[config.mk]
export PLATFORM = sky130hd
export DESIGN_NAME = aes_out_collector
export DESIGN_NICKNAME = d
export VERILOG_FILES = /design/src/rtl/aes_out_pkg.sv /design/src/rtl/aes_out_shreg.sv /design/src/rtl/aes_out_collector.sv
export SDC_FILE = /design/constraint.sdc
export NUM_CORES = 1
export LEC_CHECK = 0
export BUFFER_PORTS_ARGS = -buffer_cell sky130_fd_sc_hd__buf_2
export CAP_MARGIN = 5
export CORE_MARGIN = 5
export CORE_UTILIZATION = 45
export CTS_BUF_LIST = sky130_fd_sc_hd__clkbuf_4 sky130_fd_sc_hd__clkbuf_8 sky130_fd_sc_hd__clkbuf_16
export DETAILED_ROUTE_END_ITERATION = 8
export PLACE_DENSITY = 0.71
export SLEW_MARGIN = 10
export SYNTH_ARGS = -nofsm -noshare
export SYNTH_HDL_FRONTEND = slang
export SYNTH_SLANG_ARGS = --single-unit
[constraint.sdc]
create_clock -name clk -period 3.75 [get_ports clk]
set_input_delay 0.375 -clock clk [delete_from_list [all_inputs] [get_ports clk]]
set_output_delay 0.375 -clock clk [all_outputs]
set_load 0.05 [all_outputs]
[src/rtl/aes_out_pkg.sv]
// aes_out_pkg: shared types and constants for the AES output collector.
// Holds the collector FSM encoding, the AES block size in bytes and the
// FIPS-197 Appendix B ciphertext used as the default known-answer value.
package aes_out_pkg;

  typedef enum logic [1:0] {
    IDLE = 2'd0,
    CAPT = 2'd1,
    HOLD = 2'd2
  } state_t;

  localparam int AES_BLOCK_BYTES = 16;

  localparam logic [127:0] FIPS197_CT = 128'h3925841d02dc09fbdc118597196a0b32;

endpackage

[src/rtl/aes_out_shreg.sv]
// aes_out_shreg: DW-wide, NBYTES-deep byte shift register with load enable.
// Ports: clk, rst (sync, active-high), en (shift one byte in), din (new byte,
// enters the LSBs), q (full register, oldest byte in the MSBs).
module aes_out_shreg #(
  parameter int NBYTES = 16,
  parameter int DW     = 8
) (
  input  logic                 clk,
  input  logic                 rst,
  input  logic                 en,
  input  logic [DW-1:0]        din,
  output logic [NBYTES*DW-1:0] q
);

  always_ff @(posedge clk) begin
    if (rst) begin
      q <= '0;
    end else if (en) begin
      q <= {q[NBYTES*DW-DW-1:0], din};
    end
  end

endmodule

[src/rtl/aes_out_collector.sv]
// aes_out_collector: captures the NBYTES bytes that follow a rising edge of the
// AES core's sticky data-valid flag and offers them as one block over valid/ready.
// Ports: clk, rst (sync, active-high); din/din_vld from the core; blk_out,
// blk_valid, blk_ready to the consumer; busy, overrun (sticky), kat_pass/kat_fail.
// Optional known-answer check enabled by defining AES_OUT_KAT_CHECK_EN;
// without it kat_pass and kat_fail are tied low and no comparator exists.
module aes_out_collector
  import aes_out_pkg::*;
#(
  parameter int NBYTES = AES_BLOCK_BYTES,
  parameter int DW     = 8
`ifdef AES_OUT_KAT_CHECK_EN
  ,
  parameter logic [NBYTES*DW-1:0] KAT_VALUE = (NBYTES*DW)'(FIPS197_CT)
`endif
) (
  input  logic                 clk,
  input  logic                 rst,
  input  logic [DW-1:0]        din,
  input  logic                 din_vld,
  output logic [NBYTES*DW-1:0] blk_out,
  output logic                 blk_valid,
  input  logic                 blk_ready,
  output logic                 busy,
  output logic                 overrun,
  output logic                 kat_pass,
  output logic                 kat_fail
);

  localparam int CW = $clog2(NBYTES);
  localparam logic [CW-1:0] LAST = CW'(NBYTES - 1);

  state_t        state;
  logic [CW-1:0] cnt;
  logic          vld_q;
  logic          start;
  logic          shift_en;
  logic          last_byte;

  // din_vld is sticky, so only its rising edge marks a new block.
  assign start     = din_vld & ~vld_q;
  assign last_byte = (state == CAPT) && (cnt == LAST);
  // The core cannot be stalled: once in CAPT every cycle carries a byte.
  assign shift_en  = ((state == IDLE) && start) || (state == CAPT);

  aes_out_shreg #(
    .NBYTES (NBYTES),
    .DW     (DW)
  ) u_shreg (
    .clk (clk),
    .rst (rst),
    .en  (shift_en),
    .din (din),
    .q   (blk_out)
  );

  always_ff @(posedge clk) begin
    if (rst) begin
      state     <= IDLE;
      cnt       <= '0;
      vld_q     <= 1'b0;
      blk_valid <= 1'b0;
      busy      <= 1'b0;
      overrun   <= 1'b0;
    end else begin
      vld_q <= din_vld;
      case (state)
        IDLE: begin
          if (start) begin
            cnt   <= CW'(1);
            busy  <= 1'b1;
            state <= CAPT;
          end
        end
        CAPT: begin
          // A new edge mid-capture cannot be serviced; just flag it.
          if (start) overrun <= 1'b1;
          if (cnt == LAST) begin
            cnt       <= '0;
            busy      <= 1'b0;
            blk_valid <= 1'b1;
            state     <= HOLD;
          end else begin
            cnt <= cnt + CW'(1);
          end
        end
        HOLD: begin
          // The new block's data is dropped even if the held one leaves now.
          if (start) overrun <= 1'b1;
          if (blk_ready) begin
            blk_valid <= 1'b0;
            state     <= IDLE;
          end
        end
        default: begin
          state <= IDLE;
        end
      endcase
    end
  end

`ifdef AES_OUT_KAT_CHECK_EN
  logic [NBYTES*DW-1:0] blk_next;

  // Compare the block as it will stand after the final shift, so the result
  // appears together with blk_valid.
  assign blk_next = {blk_out[NBYTES*DW-DW-1:0], din};

  always_ff @(posedge clk) begin
    if (rst) begin
      kat_pass <= 1'b0;
      kat_fail <= 1'b0;
    end else if (last_byte) begin
      kat_pass <= (blk_next == KAT_VALUE);
      kat_fail <= (blk_next != KAT_VALUE);
    end
  end
`else
  assign kat_pass = 1'b0;
  assign kat_fail = 1'b0;
`endif

endmodule

### Word-level counts from Yosys, hierarchy flattened

Cells that the tools add are included.

| word-level totals | value |
|---|---|
| register bits after elaboration | 138 |
| bits in latches | 0 |
| bits in writable memories | 0 |
| ROM bits | 0 |
| bits of input ports | 12 |
| output and inout bits | 133 |
| logic and storage cells | 40 |
| memories | 0 |

| cells by class | value |
|---|---|
| add/subtract/negate cells | 1 |
| $mul | 0 |
| divide/modulo/power cells | 0 |
| magnitude comparators | 0 |
| equal/unequal tests | 6 |
| shift-type cells | 0 |
| mux-type cells | 13 |
| bitwise operators | 2 |
| reduce and logical (&&, ||, !) cells | 11 |

Operators with widths:

| operator | number |
|---|---|
| 3-bit AND reduction | 3 |
| 4-bit two-way mux | 2 |
| 4-bit case mux with 2 select lines | 1 |
| 2-bit two-way mux | 3 |
| 2-bit case mux with 3 select lines | 1 |
| 4-bit by 1-bit adder with 4-bit output, second input constant | 1 |
| 4-bit == test, second input constant | 1 |
| 1-bit two-way mux | 4 |
| 2-bit inequality test, second input constant | 2 |
| 1-bit case mux with 2 select lines | 2 |
| 2-bit AND reduction | 2 |
| 2-bit nonzero test | 2 |
| 2-bit by 1-bit == test with 1-bit output, second input constant | 1 |
| 2-bit == test, second input constant | 1 |
| 2-bit zero test | 1 |
| 2-bit by 1-bit inequality test with 1-bit output, second input constant | 1 |
| 2-bit OR reduction | 1 |
| 1-bit bitwise AND | 1 |
| 1-bit logical AND | 1 |
| 1-bit logical OR | 1 |
| 1-bit NOT | 1 |

### Depth between registers and ports, before layout

Gate-level depths: netlist (run 1).

| depth | value |
|---|---|
| depth after elaboration | 4 |
| gate-level depth with buffers | 8 |
| gate-level depth less buffers | 6 |

### Modules after synthesis

From an unflattened synthesis (run 1), not the netlist that was laid out.

| second synthesis, totals | value |
|---|---|
| cell total of the unflattened synthesis | 483 |
| area total of the unflattened synthesis | 5262.5 um^2 |

By module, submodules not included:

| module | instances | cells an instance | area each (um^2) | sequential area each (um^2) |
|---|---|---|---|---|
| aes_out_shreg | 1 | 412 | 4652.0 | 2562.5 |
| aes_out_collector | 1 | 71 | 610.6 | 200.2 |

### Least setup slack after synthesis (run 1)

No wires, ideal clock.

| timing | value |
|---|---|
| path kind | reg2reg |
| start | reg state[0] |
| end | reg u_shreg.q[80] |
| arrival | 1392 ps |
| required time | 3679 ps |
| setup slack | 2287 ps |
| cell stages (with the launch flop) | 9 |
| buffers on the path | 3 |
| clock period less this slack | 1463 ps |
| cell sequence | dfxtp_1 > inv_1 > ha_1 > buf_2 > a21oi_1 > buf_2 > buf_4 > nand2_1 > a21oi_1 |

| on the way | value |
|---|---|
| word-level cells in the longest chain between the ends | 3 |
| elaborated cells between the ends (all ways) | 4 |

RTL lines:

| what | line | source |
|---|---|---|
| start: declaration | aes_out_collector.sv:33 | `state_t state;` |
| start signal: assignment | aes_out_collector.sv:59 | `state <= IDLE;` |
| start signal: assignment | aes_out_collector.sv:72 | `state <= CAPT;` |
| start signal: assignment | aes_out_collector.sv:82 | `state <= HOLD;` |
| 2-bit zero test | aes_out_collector.sv:44 | `assign shift_en = ((state == IDLE) && start) \|\| (state == CAPT);` |
| 1-bit logical AND | aes_out_collector.sv:44 |  |
| 1-bit logical OR (*) | aes_out_collector.sv:44 |  |
| end signal: assignment | aes_out_shreg.sv:19 | `q <= {q[NBYTES*DW-DW-1:0], din};` |
| end: declaration | aes_out_shreg.sv:12 | `output logic [NBYTES*DW-1:0] q` |

Mark *: on every way between the ends. The rest lies on a longest branch, timed or not.
A chain may end at the register's enable or synchronous reset.

### Final worst setup path (run 1)

| timing | value |
|---|---|
| start | reg state[1] |
| end | reg u_shreg.q[51] |

Same word-level chain as after synthesis.

==> results of run 1 <==
## through the flow
step | utilization | hold WS, ps
after floorplan | - | 470
after global placement | 0.523 | 437
after detailed placement | 0.523 | 443
after CTS | 0.581 | 75.8
after global routing | 0.581 | 82.5
final | 0.581 | 109
## registers in the layout (all words and copies together), names as in the netlist
name and count:
state 2, overrun 1, vld_q 1, u_shreg.q 128, cnt 4, busy 1, blk_valid 1
## logic make-up (layout without fill, tap and decap cells)
family                   after synthesis  count (layout)
AO/OA/AOI/OAI                        149             149
adder cells (fa/ha/maj)                4               4
buffers and inverters                 51             182
flip-flops                           138             138
multiplexers                           1               1
other                                  1               2
AND/OR/NAND/NOR                      276             276
## path summary, 6_finish.rpt
kind / depth (start not counted) / from / slack, ps / to
worst max-delay path: 6 / state[1]$_SDFFE_PP0P_ / 1620 / u_shreg.q[51]$_SDFFE_PP0P_
worst min-delay path: 3 / din[7] / 110 / u_shreg.q[7]$_SDFFE_PP0P_
worst min register to register: 2 / u_shreg.q[127]$_SDFFE_PP0P_ / 450 / u_shreg.q[127]$_SDFFE_PP0P_
worst max register to register: 6 / state[1]$_SDFFE_PP0P_ / 1620 / u_shreg.q[51]$_SDFFE_PP0P_
## layout by cell type, fill, tap and decap left out, drive strengths merged, types with 2 or more instances in the layout
cell type	netlist	final
nand2	261	261
buf	31	146
dfxtp	138	138
a21oi	137	137
clkbuf	16	27
inv	4	4
nor2	4	4
ha	4	4
nor2b	4	4
a211oi	3	3
clkinv	0	3
nand3	2	2
nand2b	2	2
o21ai	2	2
a22oi	2	2
conb	1	2
bufinv	0	2
## area by class of cell
type / count / area (µm²)
Clock buffer: 27 / 539
Timing Repair Buffer: 146 / 768
Inverter: 4 / 15.0
Tap cell: 140 / 175
Sequential cell: 138 / 2760
Clock inverter: 5 / 78.8
Fill cell: 980 / 4530
Multi-Input combinational cell: 432 / 1930
## critical path, cell delays in order, from the launching register on
cell and delay [ps]:
dfxtp_1 320, inv_1 110, ha_1 390, a21o_4 560, buf_12 340, nand2_1 100, a21oi_1 160
## power by group through the flow
stage / clock (mW) / combinational [mW] / sequential (mW)
2_1_floorplan: 0 / 0.193 / 1.59
3_3_place_gp: 0 / 0.287 / 1.53
3_5_place_dp: 0 / 0.292 / 1.53
4_1_cts: 1.72 / 0.292 / 1.50
5_1_grt: 1.79 / 0.316 / 1.51
6_report: 1.69 / 0.290 / 1.50
## metal layers
layer	vias to the layer above	GRT usage	part of all wire
met5	-	0	0
met4	0	0.0634	0.0075
met3	6	0.0668	0.074
met2	112	0.282	0.47
met1	2074	0.252	0.45
li1	2242	-	-
==> out/metrics.cfg, run 1 <==
[outcome]
run_status = finished clean

[cts]
cts.reportedPaths.clkPinSlew_ps = 60
cts_buffer_depth = 2
cts_inserted_buffers = 17
cts_sinks = 138
h-tree-depth = 4
hold_buffers = 0
cts_tree = built
root_buffer = clkbuf_8
cts-resized-gates = 0
insertion_delay_ps = 510
cts_setup_buffers = 0

[floorplanning]
fp.dieW_um = 115
start_util = 0.458
die-area_mm2 = 0.0132
core_area_mm2 = 0.0108
rows = 38
pin_count = 145
die_h_um = 115

[routing]
vias = 4434
wirelength_um = 12500
drtIter0Drc = 329
viasPerCell = 4.97
drc = 0
drtPass1Iterations = 4
detail-route-antenna-nets = 0
routedWlPerCell_um = 14.0

[setup_path]
cp.required_ps = 4180
startpoint_type = flip-flop
cp_max_fo = 69
worstPathArrival_ps = 2570
worst-setup-path-type = flip-flop to flip-flop
crit_path_end_kind = flip-flop

[pwr]
powerDensity_mw_per_mm2 = 556
seq_power_share = 0.432
netSwitchingFraction = 0.241
clkPwrFrac = 0.485
ir_worst_vdd_uv = 443
internal_power_mw = 2.64
combPwrFrac = 0.083
p_sw_mw = 0.838
power_leakage_nw = 2.62
power_mw = 3.48

[global_route]
grt_usage = 0.188
overflow = 0
grt_max_degree = 129
antenna_found_initial = 0
grt_pass1_wl_um = 20000
grt_pass1_vias = 4023

[min_path]
worstHoldPathType = primary input to flip-flop

[yosys]
ys_seq_area_frac = 0.559
synth_top_family_by_area = simple AND/OR/NAND/NOR gates
ys_top_cells_by_count = nand2_1 (261), dfxtp_1 (138), a21oi_1 (137)
synth_area_mm2 = 0.00495
synth_top_area_frac = 0.559
async_flop_share = 0
synthMuxAreaShare = 0.00202
ys.flop_type = dfxtp_1
synth_edf_count = 0
ys_ff_latch = 138
synth-simple-area-share = 0.216
netlist_top_cells_area = dfxtp_1 (56%), nand2_1 (20%), a21oi_1 (14%)
synth_warnings = 0
synth.most_common_cell = nand2_1
synth_compound_area_frac = 0.156
synth_xor_area_frac = 0
synth_fa_ha_area_frac = 0.0101
synth_top_area_cell = dfxtp_1
syn_inst = 620
synth.avg_cell_area_um2 = 7.98
synth.distinct_cells = 26

[cells_and_area]
fin_cells = 892
antenna_cells = 0
final_area_mm2 = 0.00627
nets = 755
drive_above_1_share = 0.241
area_delta_synth_final_pct = 26.7

[sta]
finalWorstSetupSlack_ps = 1620
tns_ps = 0
fin_crit_ps = 2130
finClkSkew_ps = 6.10
rsz0062_at_grt = false
worstMarginPinSlew_ps = 1060
setup_viol = 0
hold_viol = 0
timing.final.max_slew_violations = 0
max_freq_ghz = 0.469
max_slew_margin = 0.292
finalCritPeriodShare = 0.568

[placed_design]
post-dp-hpwl_um = 8130
io_buffers = 142
dp.cells = 860
finalWeightedCongestion = 0.778
placed_area_mm2 = 0.00565
dp_slack_ps = 1640

[job]
maxCapViolations = 0

Power figures use the tool's default switching activity.
==> inputs of run 2 (changes only) <==
==> constraint.sdc (replaced) <==
create_clock -name clk -period 2.1 [get_ports clk]
set_input_delay 0.21 -clock clk [delete_from_list [all_inputs] [get_ports clk]]
set_output_delay 0.21 -clock clk [all_outputs]
set_load 0.05 [all_outputs]
==> out/metrics.cfg, run 2 (synthesis gave the netlist of run 1 again) <==
[pwr]
power_leakage_nw = 2.69
powerDensity_mw_per_mm2 = 980
ir_worst_vdd_uv = 606
power_mw = 6.32

[setup_path]
startpoint_type = flip-flop
worstPathArrival_ps = 2280
crit_path_end_kind = flip-flop
worst-setup-path-type = flip-flop to flip-flop
cp.required_ps = 2550
cp_max_fo = 56

[cells_and_area]
final_common_cell = nand2_1
top_regs = u_shreg.q (128), cnt (4), state (2)
largest_reg_flops = 128
nets = 770
area_delta_synth_final_pct = 30.3
layout_common_cells = nand2_1 (261), buf_2 (141), dfxtp_1 (138)
final_area_mm2 = 0.00645
antenna_cells = 0
regMostFlops = u_shreg.q
drive_above_1_share = 0.243

[routing]
detail-route-antenna-nets = 0
drc = 0
viasPerCell = 5.02
drtPass1Iterations = 5
wirelength_um = 12800
drtIter0Drc = 358
vias = 4555
routedWlPerCell_um = 14.1

[global_route]
grt-busiest-layer = met2
overflow = 0
grt_usage = 0.194
grt_pass1_vias = 4172
grt_pass1_wl_um = 20500
use_met1 = 0.249
grt_max_degree = 57
grt_use_met2 = 0.297
antenna_found_initial = 0
grt_util_met3 = 0.0753

[cts]
cts_inserted_buffers = 17
h-tree-depth = 4
cts.reportedPaths.clkPinSlew_ps = 60
cts_setup_buffers = 0
cts_sinks = 138
insertion_delay_ps = 520
cts_tree = built
root_buffer = clkbuf_8
cts_buffer_depth = 2

[sta]
hold_viol = 0
max_freq_ghz = 0.547
rsz0062_at_grt = false
max_slew_margin = 0.630
tns_ps = 0
finalCritPeriodShare = 0.871
finalWorstSetupSlack_ps = 271
setup_viol = 0
timing.final.max_slew_violations = 0
finClkSkew_ps = 9.39
worstMarginPinSlew_ps = 555
fin_crit_ps = 1830

[job]
maxCapViolations = 0

[min_path]
worstHoldPathType = primary input to flip-flop

[placed_design]
placed_area_mm2 = 0.00574
dp_slack_ps = 315
finalWeightedCongestion = 0.810
io_buffers = 142
post-dp-hpwl_um = 8600

[floorplanning]
die-area_mm2 = 0.0132
die_h_um = 115
pin_count = 145
fp.dieW_um = 115
rows = 38
start_util = 0.458
core_area_mm2 = 0.0108

[outcome]
run_status = finished clean

-- run 2: changes by cell type in the layout (fill, tap and decap cells not counted), moves of 2 or more --
cell           previous run  this run
buf_12                    2         6
bufinv_16                 2         4
clkinvlp_4                0         2
clkinv_2                  2         6
clkbuf_8                  9         2
dlygate4sd3_1             0        10
-- run 2: repair_timing --
action / in CTS / in global routing
resized for setup: 0 / 0
hold buffers: 10 / 0
endpoints found under the hold margin: 10 / 0
-- run 2: final cells by class --
cell class | instances | area (µm²)
fill | 941 | 4350
sequential | 138 | 2760
multi-input combinational | 432 | 1930
timing repair buffer | 161 | 956
clock buffer | 19 | 435
tap | 140 | 175
clock inverter | 13 | 174
inverter | 4 | 15.0
-- run 2: per-layer routing --
| layer | up-vias | share of wire |
|---|---|---|
| met5 | - | 0 |
| met4 | 0 | 0.016 |
| met3 | 16 | 0.092 |
| met2 | 173 | 0.46 |
| met1 | 2092 | 0.43 |
| li1 | 2274 | - |
-- run 2: final timing paths --
kind | from | to | slack [ps] | cells after the start
worst max-delay path | state[0]$_SDFFE_PP0P_ | u_shreg.q[54]$_SDFFE_PP0P_ | 270 | 6
worst min-delay path | rst | overrun$_SDFFE_PP0P_ | 150 | 2
worst max register to register | state[0]$_SDFFE_PP0P_ | u_shreg.q[54]$_SDFFE_PP0P_ | 270 | 6
worst min register to register | u_shreg.q[123]$_SDFFE_PP0P_ | u_shreg.q[123]$_SDFFE_PP0P_ | 450 | 2
-- run 2: per-stage QoR --
step                instances  hold WS [ps]  utilization
floorplan                 621           338            -
global placement          865           437        0.532
detailed placement        865           444        0.532
CTS                       907           123        0.597
global route              907           160        0.597
finish                    907           153        0.597
-- run 2: critical path: stages (launching register included) --
cell     delay, ps
dfxtp_1        360
inv_1           80
ha_1           330
a21oi_4        420
buf_12         300
nand2_1        100
a21oi_1        130
-- run 2: report_power, final --
group          switching [mW]  internal, mW  total (mW)  leakage (nW)
combinational           0.431         0.146       0.577          1.28
sequential             0.0282          2.66        2.68          1.11
clock                    1.09          1.96        3.06         0.301
==> inputs of run 3 (changes only) <==
--- a/config.mk
+++ b/config.mk
@@ -11,8 +11,9 @@
 export CORE_UTILIZATION = 45
 export CTS_BUF_LIST = sky130_fd_sc_hd__clkbuf_4 sky130_fd_sc_hd__clkbuf_8 sky130_fd_sc_hd__clkbuf_16
 export DETAILED_ROUTE_END_ITERATION = 8
-export PLACE_DENSITY = 0.71
+export PLACE_DENSITY = 0.7
 export SLEW_MARGIN = 10
 export SYNTH_ARGS = -nofsm -noshare
 export SYNTH_HDL_FRONTEND = slang
+export SYNTH_HIERARCHICAL = 1
 export SYNTH_SLANG_ARGS = --single-unit
==> out/metrics.cfg, run 3 <==
[routing]
drtIter0Drc = 204
wirelength_um = 11600
vias = 3827
detail-route-antenna-nets = 0
routedWlPerCell_um = 15.0
drc = 0
drtPass1Iterations = 4
viasPerCell = 4.95

[min_path]
worstHoldPathType = primary input to flip-flop
hold_end = u_shreg/q[4]$_SDFFE_PP0P_
worstHoldPathCells = 3
hold_path_startpoint = din[4]

[cells_and_area]
final_common_cell = buf_2
top_regs = u_shreg/q (128), cnt (4), state (2)
largest_reg_flops = 128
nets = 638
area_delta_synth_final_pct = 22.8
layout_common_cells = buf_2 (141), dfxtp_1 (138), nor2_1 (133)
fin_cells = 773
drive_above_1_share = 0.292
regMostFlops = u_shreg/q
antenna_cells = 0

[yosys]
syn_inst = 483
ys_top_cells_by_count = dfxtp_1 (138), nor2_1 (133), mux2i_1 (130)
netlist_top_cells_area = dfxtp_1 (52%), mux2i_1 (25%), nor2_1 (9.5%)
synth-simple-area-share = 0.114
synth_top_family_by_area = multiplexers
synth_area_mm2 = 0.00526
synth.distinct_cells = 31
ys.flop_type = dfxtp_1
synth_top_area_cell = dfxtp_1
async_flop_share = 0
synth.avg_cell_area_um2 = 10.9
synth_top_area_frac = 0.525
synth_edf_count = 0
synth_xor_area_frac = 0.00166
synth_fa_ha_area_frac = 0.00951
synth_warnings = 6
synth_compound_area_frac = 0.0266
ys_seq_area_frac = 0.525
synth.most_common_cell = dfxtp_1
ys_ff_latch = 138
synthMuxAreaShare = 0.247

[sta]
rsz0062_at_grt = false
finalCritPeriodShare = 0.770
worstMarginPinSlew_ps = 580
finClkSkew_ps = 6.21
finalWorstSetupSlack_ps = 482
hold_viol = 0
hold_ws_ps = 43.1
tns_ps = 0
fin_crit_ps = 1620
setup_viol = 0
timing.final.max_slew_violations = 0
max_slew_margin = 0.613
max_freq_ghz = 0.618

[global_route]
use_met1 = 0.204
grt-busiest-layer = met2
antenna_found_initial = 0
grt_usage = 0.166
grt_max_degree = 139
overflow = 0
grt_pass1_vias = 3782
grt_util_met3 = 0.0626
grt_use_met2 = 0.259
grt_pass1_wl_um = 19100

[pwr]
powerDensity_mw_per_mm2 = 990
power_leakage_nw = 3.24
ir_worst_vdd_uv = 566

[setup_path]
worst-setup-path-type = flip-flop to flip-flop
r2r-end = u_shreg/q[89]$_SDFFE_PP0P_
cp.required_ps = 2370
cp_max_fo = 31
startpoint_type = flip-flop
crit_path_end_kind = flip-flop
r2r_cells = 6
rr_startpoint = vld_q$_SDFF_PP0_
worstPathArrival_ps = 1890
reg2reg_slack_ps = 480

[cts]
cts_buffer_depth = 2
cts_setup_buffers = 0
cts.reportedPaths.clkPinSlew_ps = 50
insertion_delay_ps = 410
cts_sinks = 138
cts_inserted_buffers = 17
cts_tree = built
cts-resized-gates = 0
hold_buffers = 0
h-tree-depth = 4
root_buffer = clkbuf_16

[floorplanning]
pin_count = 145
die_h_um = 118
die-area_mm2 = 0.0140
fp.dieW_um = 118
core_area_mm2 = 0.0114
start_util = 0.461
rows = 39

[placed_design]
finalWeightedCongestion = 0.794
post-dp-hpwl_um = 8160
io_buffers = 142
dp.cells = 746
dp_slack_ps = 471

[job]
maxCapViolations = 0

[outcome]
run_status = finished clean

-- run 3: changes by cell type after synthesis, moves of 5 or more --
cell / previous run / this run
nor2_1: 4 / 133
clkbuf_1: 16 / 11
a21oi_1: 137 / 10
nand2_1: 261 / 7
buf_4: 19 / 3
buf_12: 0 / 13
mux2i_1: 1 / 130
buf_2: 12 / 3
-- run 3: final cells by class --
cell class,count,area (µm²)
clock buffers,25,523
clock inverters,2,12.5
fillers,1029,4960
inverters,5,18.8
multi-input cells,308,2110
flip-flops and latches,138,2760
well taps,143,179
repair buffers,152,851
-- run 3: logic make-up (layout without fill, tap and decap cells) --
logic type                 Yosys count  in the layout
buffers and inverters               38            184
AOI/OAI and AO/OA                   22             22
adders and majority gates            4              4
muxes                              130            130
DFF                                138            138
other                                1              2
and+or+nand+nor                    149            149
xor gates and xnor gates             1              1
-- run 3: per-layer routing --
layer | vias up | wire (µm)
met5 | - | 0
met4 | 0 | 223
met2 | 116 | 5450
met1 | 1792 | 5080
met3 | 19 | 876
li1 | 1900 | -
-- run 3: worst max-delay path by stage --
stage                                      from                           to  cells after the start
after floorplan           state[0]$_SDFFE_PP0P_  u_shreg/q[100]$_SDFFE_PP0P_                      9
after global placement    state[0]$_SDFFE_PP0P_  u_shreg/q[106]$_SDFFE_PP0P_                      7
after detailed placement       vld_q$_SDFF_PP0_   u_shreg/q[89]$_SDFFE_PP0P_                      6
after CTS                      vld_q$_SDFF_PP0_   u_shreg/q[89]$_SDFFE_PP0P_                      6
after global routing           vld_q$_SDFF_PP0_   u_shreg/q[78]$_SDFFE_PP0P_                      6
final                          vld_q$_SDFF_PP0_   u_shreg/q[89]$_SDFFE_PP0P_                      6
-- run 3: critical path, cell delays in order, from the launching register on --
cell and delay (ps):
dfxtp_1 300, and2b_1 250, nand2_1 110, nand2_4 240
buf_12 270, mux2i_1 240, nor2_1 50
-- run 3: stage by stage --
step	area [µm²]	power, mW	util
2_1_floorplan	5270	3.79	-
3_5_place_dp	5930	3.79	0.519
4_1_cts	6460	6.46	0.566
3_3_place_gp	5930	3.77	0.519
5_1_grt	6460	6.66	0.566
6_report	6460	6.40	0.566
-- run 3: power breakdown --
part	leakage, nW	total (mW)	internal (mW)	switching [mW]
registers	1.11	2.72	2.68	0.0462
logic	1.86	1.01	0.402	0.604
clock network	0.266	2.67	1.69	0.983
